### src/rtl/mult_seq_ctrl.sv
// mult_seq_ctrl: counter-based sequencer for a WIDTH-bit shift-add two's-complement multiplier datapath
// Ports: Clk, Reset (sync, active-high); Run, ClearA_LoadB (synchronized requests); M (multiplier LSB B[0]);
//        Clr_Ld, Clr_XA, Add, Sub, Shift (datapath enables); Busy, Done (status)
module mult_seq_ctrl #(
   parameter int WIDTH = 8
) (
   input  logic Clk,
   input  logic Reset,
   input  logic Run,
   input  logic ClearA_LoadB,
   input  logic M,
   output logic Clr_Ld,
   output logic Clr_XA,
   output logic Add,
   output logic Sub,
   output logic Shift,
   output logic Busy,
   output logic Done
);
   localparam int CW = $clog2(WIDTH);
   localparam logic [CW-1:0] LAST = CW'(WIDTH - 1);
   typedef enum logic [2:0] {IDLE, CLEAR, CALC, SHIFT, HOLD} state_t;
   state_t state;
   logic [CW-1:0] cnt;
   logic run_prev;
   logic start;
   logic last;
   // run_prev resets high so a Run held through reset never looks like a fresh press
   assign start = Run & ~run_prev;
   assign last  = cnt == LAST;
   always_ff @(posedge Clk) begin
      if (Reset) begin
         state    <= IDLE;
         cnt      <= '0;
         run_prev <= 1'b1;
      end else begin
         run_prev <= Run;
         case (state)
            IDLE:    if (!ClearA_LoadB && start) begin
                        state <= CLEAR;
                        cnt   <= '0;
                     end
            CLEAR:   state <= CALC;
            CALC:    state <= SHIFT;
            SHIFT:   if (last) state <= HOLD;
                     else begin
                        cnt   <= cnt + CW'(1);
                        state <= CALC;
                     end
            HOLD:    if (!Run) state <= IDLE;
            default: state <= IDLE;
         endcase
      end
   end
   // the final iteration weighs the sign bit negatively, hence Sub instead of Add
   assign Clr_Ld = state == IDLE && ClearA_LoadB;
   assign Clr_XA = state == CLEAR;
   assign Add    = state == CALC && M && !last;
   assign Sub    = state == CALC && M && last;
   assign Shift  = state == SHIFT;
   assign Busy   = state == CLEAR || state == CALC || state == SHIFT;
   assign Done   = state == HOLD;
endmodule

### config.mk
export PLATFORM = sky130hd
export DESIGN_NAME = mult_seq_ctrl
export DESIGN_NICKNAME = d
export VERILOG_FILES = /design/src/rtl/mult_seq_ctrl.sv
export SDC_FILE = /design/constraint.sdc
export NUM_CORES = 1
export LEC_CHECK = 0
export BUFFER_PORTS_ARGS = -buffer_cell sky130_fd_sc_hd__buf_2
export CAP_MARGIN = 20
export CORE_AREA = 3 3 40 42
export CTS_BUF_LIST = sky130_fd_sc_hd__clkbuf_8
export DETAILED_ROUTE_END_ITERATION = 10
export DIE_AREA = 0 0 43 45
export HOLD_SLACK_MARGIN = 0.1
export PLACE_DENSITY = 0.58
export REMOVE_ABC_BUFFERS = 1
export SLEW_MARGIN = 20
export SYNTH_ARGS = -nofsm -noshare
export SYNTH_HDL_FRONTEND = slang
export SYNTH_SLANG_ARGS = --single-unit
### constraint.sdc
create_clock -name Clk -period 3.5 [get_ports Clk]
set_input_delay 0.525 -clock Clk [delete_from_list [all_inputs] [get_ports Clk]]
set_output_delay 0.525 -clock Clk [all_outputs]
set_load 0.03 [all_outputs]
==> impl_metrics.csv <==
group,metric,value,unit
critical_path,path_common_cell,"ha_1",
timing,rsz0062_at_grt,"no",
timing,finalMaxSlewViolations,0,
route,drc,0,
power,p_int,0.165,mW
die,die-area,1940,um^2
die,die_w,43,um
placed_design,place_area,457,um^2
finish,fin_area,502,um^2
global_routing,gr-usage-all-layers,0.100,
timing,hold_viol_final,0,
die,rows,13,
critical_path,rrSetupSlack,1.95,ns
power,p_comb_frac,0.093,
finish,nNetsFinal,61,
yosys,netlist_area,395,um^2
critical_path,end_kind,"output port",
power,p_seq_frac,0.388,
clocking,cts_buffers,3,
timing,worst_slew_pin_slew,0.340,ns
critical_path,startpoint,"cnt[0]",
timing,holdWs,0.477,ns
critical_path,required,2.97,ns
clocking,htreeDepth,1,
timing,setup_violations,0,
clocking,post_cts_buffers,0,
yosys,synth_compound_area_frac,0.139,
timing,fin_crit_sh,0.557,
critical_path,crit_chain,"ha_1, ha_1, nor4_1, buf_2",
clocking,cts_tree,"built",
yosys,ys_warn_count,0,
die,core_area,1280,um^2
route,viasPerCell,5.09,
yosys,synthesis.instances,40,
finish,n_antenna_cell,0,
yosys,ys_seq_area_frac,0.354,
global_routing,grt_max_degree,13,
critical_path,slowest_stage,"dfxtp_1",
die,die_h,45,um
critical_path,path_buf_inv,1,
route,routed_wl,854,um
clocking,cts.sinks,7,
clocking,clk_latency,0.23,ns
power,power.share.clock,0.520,
route,first_pass_iters,1,
clocking,hold_buffers,0,
timing,fin_setup_tns,0,ns
global_routing,antenna_found_initial,0,
route,drtIter0Drc,0,
yosys,synth_simple_gate_area_frac,0.392,
yosys,synth_cell_type_count,23,
yosys,synth.ff_latch_count,7,
die,start_util,0.308,
clocking,path_clk_slew,0.04,ns
finish,area_delta_synth_final,26.9,%
power,switching_share,0.241,
critical_path,r2r_start,"cnt[0]",
clocking,clockBufferDepth,2,
outcome,outcome,"complete, no violations",
critical_path,cp_max_fo,5,
yosys,synth_top_family_by_area,"simple AND/OR/NAND/NOR gates",
placed_design,port_buffers,11,
critical_path,worstRegToRegCells,5,
critical_path,path_depth,4,
route,wire_per_inst,12.6,um
die,ios,12,
power,power_leakage,0.232,nW
finish,drive_above_1_share,0.415,
timing,skew,0.00439,ns
global_routing,grt_pass1_vias,306,
yosys,syn_area_per_cell,9.88,um^2
power,ir_worst_vdd,0.240,mV
critical_path,worstSetupStartpointType,"flip-flop",
clocking,root_buffer,"clkbuf_8",
power,p_total,0.217,mW
global_routing,grt_overflow_total,0,
power,cellPowerDensity,433,nW/um^2
yosys,muxShareOfSynthArea,0,
power,switchingPower,0.0525,mW
yosys,synth_xor_area_frac,0,
route,ant_nets,0,
clocking,post_cts_resized,0,
placed_design,place_congestion,0.616,
hold_path,hold_start,"cnt[2]",
critical_path,arrival,1.43,ns
critical_path,critPathKind,"flip-flop to output port",
global_routing,grt_pass1_wl,1390,um
timing,fin_crit,1.95,ns
job,maxCapViolations,0,
yosys,synthAdderAreaFrac,0.0633,
route,vias,346,
critical_path,crit_end,"Add",
timing,fmax,512,MHz
critical_path,critPathTopFamily,"adder cells",
critical_path,r2r-end,"cnt[0]",
critical_path,cp_slowest_stage_delay,0.31,ns
timing,slew-limit-headroom,0.773,
hold_path,hp-class,"flip-flop to flip-flop",
## worst min path at each step
stage,end,cells past startpoint
final,cnt[2],2
after detailed placement,cnt[1],2
after global routing,cnt[2],2
after CTS,cnt[2],2
after floorplan,cnt[1],2
after global placement,cnt[2],2
## sequential cells by signal (all words and copies together), names as in the netlist
register / cells
state: 3
cnt: 3
run_prev: 1
## placed cells by master, fill, tap and decap left out
cell / instances
buf_2: 11
dfxtp_1: 7
nor2_1: 4
nor4_1: 3
inv_1: 3
clkbuf_8: 3
nand2_1: 2
nor4b_1: 2
nand3b_1: 2
o41ai_2: 2
ha_1: 2
and3b_1: 1
nor3b_1: 1
nor2_2: 1
and2_1: 1
a32oi_1: 1
and4b_4: 1
and4bb_4: 1
or2_2: 1
or3b_1: 1
o21ai_2: 1
and3_2: 1
a21oi_1: 1
## metrics by stage
step / std cells / worst slack [ns] / utilization
finish: 68 / 1.55 / 0.390
global route: 68 / 1.45 / 0.390
CTS: 68 / 1.54 / 0.390
detailed placement: 64 / 1.80 / 0.355
global placement: 64 / 1.81 / 0.355
floorplan: 38 / 1.29 / -
## cell type report
| type | count | area (um^2) |
|---|---|---|
| inverter | 2 | 7.51 |
| fill | 145 | 783 |
| clock buffer | 3 | 41.3 |
| timing repair buffer | 11 | 55.1 |
| sequential | 7 | 140 |
| clock inverter | 1 | 3.75 |
| tap | 15 | 18.8 |
| multi-input combinational | 29 | 235 |
## layer usage
metal | share of wire | routed length [um] | vias to the layer above | track usage
li1 | - | - | 175 | -
met1 | 0.47 | 401 | 159 | 0.131
met2 | 0.44 | 372 | 12 | 0.135
met3 | 0.094 | 80 | 0 | 0.0598
met4 | 0 | 0 | 0 | 0.0361
met5 | 0 | 0 | - | 0
## cell families (layout without fill, tap and decap cells)
kind of cell	count (synthesis)	after routing
buffers and inverters	4	17
AND/OR/NAND/NOR	22	22
adder cells (fa/ha/maj)	2	2
AO/OA/AOI/OAI	5	5
flip-flops	7	7
## power groups by stage
stage / Clock, mW / Combinational, mW / Sequential [mW]
2_1_floorplan: 0 / 0.0124 / 0.0850
3_3_place_gp: 0 / 0.0200 / 0.0857
3_5_place_dp: 0 / 0.0201 / 0.0857
4_1_cts: 0.117 / 0.0204 / 0.0843
5_1_grt: 0.122 / 0.0219 / 0.0846
6_report: 0.113 / 0.0201 / 0.0843
## cell usage after synthesis
library cell  count  area, um^2
nor3b_1           1        7.51
nor2_1            4        15.0
a21oi_1           1        5.00
dfxtp_1           7         140
nand2_1           2        7.51
nor4b_1           2        17.5
o21ai_2           1        8.76
ha_1              2        25.0
and4b_4           1        13.8
o41ai_2           2        32.5
nor4_1            3        18.8
and4bb_4          1        16.3
nand3b_1          2        15.0
and3b_1           1        8.76
and2_1            1        6.26
a32oi_1           1        8.76
and3_2            1        7.51
nor2_2            1        6.26
or3b_1            1        8.76
or2_2             1        6.26
buf_4             1        7.51
inv_1             2        7.51
buf_2             1        5.00
## worst min-delay path, stage by stage (launching register included)
cell	delay, ns
dfxtp_1	0.30
inv_1	0.06
o41ai_2	0.07
No activity file was read; power rests on OpenSTA's default activity.
